## src/rtl/zx48_clock_ctrl.sv

```systemverilog
// ---------------------------------------------------------------------------
// zx48_clock_ctrl
//
// Clock sequencer for the ZX48 Z80 core. Divides the master clock into CPU
// T-states and issues one pe/ne clock-enable pair per T-state. Tracks the
// ULA raster position (hc/vc), generates the frame interrupt (mi) and applies
// 48K memory contention by withholding whole T-states while the CPU presents
// a contended address during the display fetch window.
//
// Parameters
//   CLKDIV   master clocks per T-state (even, >= 4)
//   LINE_T   T-states per raster line
//   LINES    raster lines per frame
//   INT_LEN  T-states for which mi is held low at frame start
//
// Ports
//   clock    in   master clock, the only clock
//   reset    in   synchronous, active-high reset
//   a        in   CPU address bus
//   mreq     in   CPU MREQ_n (active low)
//   iorq     in   CPU IORQ_n (active low)
//   rfsh     in   CPU RFSH_n (active low)
//   pe       out  CPU positive-edge enable, one clock wide
//   ne       out  CPU negative-edge enable, one clock wide
//   mi       out  INT_n to the CPU, active low
//   hc       out  T-state within the current line
//   vc       out  line within the current frame
//   stall    out  high for every withheld T-state
//
// Optional feature
//   ZX48_CONTENTION_IO_EN  when defined, ULA port accesses (a[0]==0) are
//                          contended in the window like memory accesses.
// ---------------------------------------------------------------------------
module zx48_clock_ctrl #(
   parameter int CLKDIV  = 4,
   parameter int LINE_T  = 224,
   parameter int LINES   = 312,
   parameter int INT_LEN = 32
) (
   input  logic        clock,
   input  logic        reset,
   input  logic [15:0] a,
   input  logic        mreq,
   input  logic        iorq,
   input  logic        rfsh,
   output logic        pe,
   output logic        ne,
   output logic        mi,
   output logic [7:0]  hc,
   output logic [8:0]  vc,
   output logic        stall
);

   localparam int            PW      = $clog2(CLKDIV);
   localparam logic [PW-1:0] PH_LAST = PW'(CLKDIV - 1);
   localparam logic [PW-1:0] PH_NE   = PW'(CLKDIV / 2 - 1);
   localparam logic [7:0]    HC_LAST = 8'(LINE_T - 1);
   localparam logic [8:0]    VC_LAST = 9'(LINES - 1);

   logic [PW-1:0] ph_q, ph_d;
   logic [7:0]    hc_q, hc_d;
   logic [8:0]    vc_q, vc_d;
   logic          pe_q, pe_d;
   logic          ne_q, ne_d;
   logic          mi_q, mi_d;
   logic          stall_q, stall_d;
   logic          en_q, en_d;
   logic          intArmed_q, intArmed_d;

   logic          phLast;
   logic [7:0]    hcNext;
   logic [8:0]    vcNext;
   logic          win;
   logic          cacc;
   logic          stallNext;
   logic          frameStart;
   logic          unusedBits;

   // Raster position and contention decision for the T-state that begins at
   // the next phase wrap. The window and the 6,5,4,3,2,1,0,0 pattern are both
   // judged on that coming T-state, so a stall lands exactly where the
   // contended T-state sits in the raster.
   always_comb begin
      phLast     = (ph_q == PH_LAST);
      hcNext     = (hc_q == HC_LAST) ? 8'd0 : hc_q + 8'd1;
      vcNext     = vc_q;
      if (hc_q == HC_LAST) begin
         vcNext = (vc_q == VC_LAST) ? 9'd0 : vc_q + 9'd1;
      end
      win        = (vcNext >= 9'd64) && (vcNext <= 9'd255) && (hcNext <= 8'd127);
      cacc       = (a[15:14] == 2'b01) && mreq && rfsh;
`ifdef ZX48_CONTENTION_IO_EN
      cacc       = cacc || (iorq && !a[0] && mreq);
`endif
      stallNext  = win && (hcNext[2:0] < 3'd6) && cacc;
      frameStart = (hcNext == 8'd0) && (vcNext == 9'd0);
   end

   // Bus bits that play no part in the contention decision for this build.
`ifdef ZX48_CONTENTION_IO_EN
   assign unusedBits = ^a[13:1];
`else
   assign unusedBits = ^{a[13:0], iorq};
`endif

   // Next-state logic. Everything that belongs to a T-state (raster position,
   // stall flag, enable permission, interrupt level) changes only at the phase
   // wrap. pe is produced at that same wrap so it coincides with ph==0, and ne
   // is gated by the permission latched at the start of its own T-state, which
   // keeps the pair together. The interrupt is armed by the first frame start
   // seen after reset, so mi stays high until the raster returns to 0,0.
   always_comb begin
      ph_d       = phLast ? '0 : ph_q + PW'(1);
      hc_d       = hc_q;
      vc_d       = vc_q;
      stall_d    = stall_q;
      en_d       = en_q;
      mi_d       = mi_q;
      intArmed_d = intArmed_q;
      pe_d       = phLast && !stallNext;
      ne_d       = (ph_q == PH_NE) && en_q;
      if (phLast) begin
         hc_d       = hcNext;
         vc_d       = vcNext;
         stall_d    = stallNext;
         en_d       = !stallNext;
         intArmed_d = intArmed_q || frameStart;
         mi_d       = !((intArmed_q || frameStart) && (vcNext == 9'd0) &&
                        (int'(hcNext) < INT_LEN));
      end
   end

   // State register. Reset abandons any stall in progress and restarts the
   // phase and raster counters; the T-state right after reset is not enabled.
   always_ff @(posedge clock) begin
      if (reset) begin
         ph_q       <= '0;
         hc_q       <= 8'd0;
         vc_q       <= 9'd0;
         pe_q       <= 1'b0;
         ne_q       <= 1'b0;
         mi_q       <= 1'b1;
         stall_q    <= 1'b0;
         en_q       <= 1'b0;
         intArmed_q <= 1'b0;
      end else begin
         ph_q       <= ph_d;
         hc_q       <= hc_d;
         vc_q       <= vc_d;
         pe_q       <= pe_d;
         ne_q       <= ne_d;
         mi_q       <= mi_d;
         stall_q    <= stall_d;
         en_q       <= en_d;
         intArmed_q <= intArmed_d;
      end
   end

   assign pe    = pe_q;
   assign ne    = ne_q;
   assign mi    = mi_q;
   assign hc    = hc_q;
   assign vc    = vc_q;
   assign stall = stall_q;

endmodule
```

## config.mk

```make
export PLATFORM = sky130hd
export DESIGN_NAME = zx48_clock_ctrl
export DESIGN_NICKNAME = d
export VERILOG_FILES = /design/src/rtl/zx48_clock_ctrl.sv
export SDC_FILE = /design/constraint.sdc
export NUM_CORES = 1
export LEC_CHECK = 0
export ABC_CLOCK_PERIOD_IN_PS = 3000
export BUFFER_PORTS_ARGS = -buffer_cell sky130_fd_sc_hd__buf_2
export CORE_ASPECT_RATIO = 1.1
export CORE_MARGIN = 10
export CORE_UTILIZATION = 45
export CTS_CLUSTER_SIZE = 8
export DETAILED_ROUTE_END_ITERATION = 8
export GPL_TIMING_DRIVEN = 0
export PLACE_DENSITY = 0.71
export SYNTH_ARGS = -nofsm -noshare
export SYNTH_HDL_FRONTEND = slang
export SYNTH_SLANG_ARGS = --single-unit
```

## constraint.sdc

```tcl
create_clock -name clock -period 3 [get_ports clock]
set_clock_uncertainty 0.05 [all_clocks]
set_input_delay 0.3 -clock clock [delete_from_list [all_inputs] [get_ports clock]]
set_output_delay 0.3 -clock clock [all_outputs]
set_load 0.02 [all_outputs]
```

==> flow_summary_export.csv <==
group,metric,value,unit
status,outcome,"complete, no violations",
clocking,insertion_delay,0.33,ns
layout,area_growth,13.9,%
setup_path,cp_slowest_cell,"dfxtp_1",
placement,hpwl,2710,um
synthesis,synth_top_flop_cell,"dfxtp_1",
drt,vias,1416,
layout,stdcell_count,241,
clocking,cts_buffers,3,
setup_path,crit_type,"reg2reg",
pwr,powerDensity,342,nW/um^2
setup_path,cp_cell_sequence,"ha_1 -> and4_1 -> buf_4 -> o21ai_0 -> a211oi_1 -> o311ai_0 -> nand3b_1 -> o31a_1",
synthesis,synth-edff-count,0,
layout,fillers,302,
pwr,vdd_drop_max,0.193,mV
drt,wire_per_inst,15.3,um
setup_path,cp_max_fo,10,
drt,viasPerCell,5.88,
placement,io_buffers,26,
setup_path,max_stage_delay,0.45,ns
global_route,grt_max_degree,15,
timing,timing.final.hold_violations,0,
clocking,postCtsSetupRepairBufs,0,
synthesis,ys_types,53,
floorplanning,ioPinCount,42,
timing,fmax,0.387,GHz
global_route,grt_pass1_vias,1343,
run,drv_cap,0,
clocking,cts_tree,"yes",
synthesis,synth_area,1440,sq um
synthesis,synth.yosys.seq_area_share,0.349,
timing,period_needed,2.58,ns
timing,tns,0,ns
layout,drive_above_1_share,0.213,
clocking,cts-root-buf,"clkbuf_4",
synthesis,async_flop_share,0,
floorplanning,dieHeight,79.2,um
global_route,grt_pass1_wl,6170,um
clocking,clockBufferDepth,2,
setup_path,required,3.19,ns
drt,ant_nets,0,
drt,drt_pass1_iterations,5,
placement,dp.cells,237,
placement,gp_congestion,0.930,
synthesis,synth-seq-cells,25,
timing,max_slew_margin,0.633,
timing,report.final.slew_viol_count,0,
floorplanning,die_area,5850,sq um
drt,totalWireLength,3690,um
timing,rsz0062_at_grt,"false",
synthesis,yosysTopAreaCell,"dfxtp_1",
drt,drt_iter0_markers,62,
timing,period_share,0.861,
synthesis,synthTopCellsByArea,"dfxtp_1 35%, nor2_1 6.0%, nand2_1 4.7%",
setup_path,critPathLaunchType,"register",
clocking,htree_levels,1,
global_route,track_usage,0.126,
floorplanning,coreArea,3050,sq um
drt,drcViolationCount,0,
setup_path,cp-end-kind,"register",
clocking,cts.repair.resized,0,
global_route,antenna_found_initial,0,
floorplanning,dieWidth,73.8,um
global_route,overflow,0,
clocking,postCtsHoldBufs,0,
pwr,leakage,0.000683,uW
layout,antenna_cells,0,
synthesis,ys_warn_count,0,
clocking,clock_sinks,25,
layout,layout.nets,234,
timing,tightest_slew,0.551,ns
synthesis,yosysTopAreaCellShare,0.349,
floorplanning,core.rowCount,21,
setup_path,worstPathArrival,2.78,ns
clocking,path_clk_slew,0.15,ns
worst_hold_path,min_path_type,"in2reg",
synthesis,netlist_instances,177,
synthesis,syn_nets,203,
synthesis,syn_area_per_cell,8.11,sq um
timing,setup_viol,0,
floorplanning,start_util,0.471,
## cells in the mapped netlist (all sizes together), types with 2 or more instances
| cell type | instances |
|---|---|
| and2 | 2 |
| nor2 | 24 |
| o21ai | 5 |
| a211oi | 5 |
| a21oi | 8 |
| inv | 5 |
| nor3 | 9 |
| ha | 5 |
| and3 | 2 |
| and4 | 2 |
| o211ai | 2 |
| o211a | 2 |
| nand2 | 18 |
| xor2 | 5 |
| clkbuf | 7 |
| or3 | 4 |
| nand4 | 5 |
| nor4 | 2 |
| dfxtp | 25 |
| buf | 6 |
| nand3 | 7 |
| o31ai | 3 |
| mux2i | 2 |
## area by class of cell
cell class              instances  area (sq um)  share of cell area
plain buffers                  13          66.3              0.0406
clock buffers                   3          22.5              0.0138
clock inverters                 1          5.00             0.00306
inverters                       5          18.8              0.0115
multi-input cells             134           850               0.520
flip-flops and latches         25           500               0.306
well taps                      34          42.5              0.0260
repair buffers                 26           130              0.0796
## per-layer routing
layer,track usage,vias up,routed length [um]
met2,0.200,41,1680
met3,0.0286,9,211
met4,0.0504,0,91
met5,0,-,0
li1,-,703,-
met1,0.160,663,1700
## sequential cells by signal, summed over array words and instances, names as in the netlist
name	count
intArmed_q	1
stall	1
mi	1
en_q	1
pe	1
hc	8
ph_q	2
vc	9
ne	1
## where the power goes
part | switching (uW) | internal (uW) | total (uW)
registers | 7.10 | 340 | 347
logic | 32.3 | 17.8 | 50.1
clock network | 112 | 50.2 | 163
total | 152 | 408 | 560
## cells in the final DEF, fill, tap and decap left out, types with 3 or more instances in the layout
| master | instances |
|---|---|
| buf_2 | 28 |
| dfxtp_1 | 25 |
| nor2_1 | 23 |
| nand2_1 | 18 |
| nor3_1 | 9 |
| a21oi_1 | 8 |
| clkbuf_1 | 7 |
| nand3_1 | 7 |
| inv_1 | 5 |
| nand4_1 | 5 |
| o21ai_0 | 5 |
| xor2_1 | 5 |
| a211oi_1 | 5 |
| ha_1 | 5 |
| o31ai_1 | 3 |
| clkbuf_4 | 3 |
## cells by family after synthesis
group / after synthesis / synth area share
AOI/OAI and AO/OA: 38 / 0.195
xor gates and xnor gates: 6 / 0.0366
adders and majority gates: 5 / 0.0436
buffers and inverters: 18 / 0.0593
DFF: 25 / 0.349
muxes: 3 / 0.0218
and+or+nand+nor: 82 / 0.295
## worst paths after layout
check                       endpoint  slack (ns)  cells past startpoint          startpoint
setup / recovery     mi$_SDFFE_PP1P_        0.42                      8  hc[1]$_SDFFE_PP0P_
hold / removal         pe$_SDFF_PP0_        0.27                      4               a[15]
setup reg to reg     mi$_SDFFE_PP1P_        0.42                      8  hc[1]$_SDFFE_PP0P_
hold reg to reg   ph_q[0]$_SDFF_PP0_        0.43                      1  ph_q[0]$_SDFF_PP0_
## critical path: cells and delay by family, from the launching register on
family                   cells  cell delay (ns)
adder cells (fa/ha/maj)      1             0.30
flip-flops                   1             0.45
buffers and inverters        1             0.17
AO/OA/AOI/OAI                4             1.06
AND/OR/NAND/NOR              2             0.49
## stage by stage
stage | total power, uW | setup WS, ns | utilization | area (sq um) | hold WS, ns
global placement | 403 | 0.513 | 0.528 | 1610 | 0.396
global route | 577 | 0.267 | 0.537 | 1640 | 0.302
floorplan | 386 | 0.564 | - | 1440 | 0.384
finish | 560 | 0.416 | 0.537 | 1640 | 0.268
detailed placement | 405 | 0.504 | 0.528 | 1610 | 0.412
CTS | 561 | 0.462 | 0.537 | 1640 | 0.271
(Power assumes the default switching activity.)
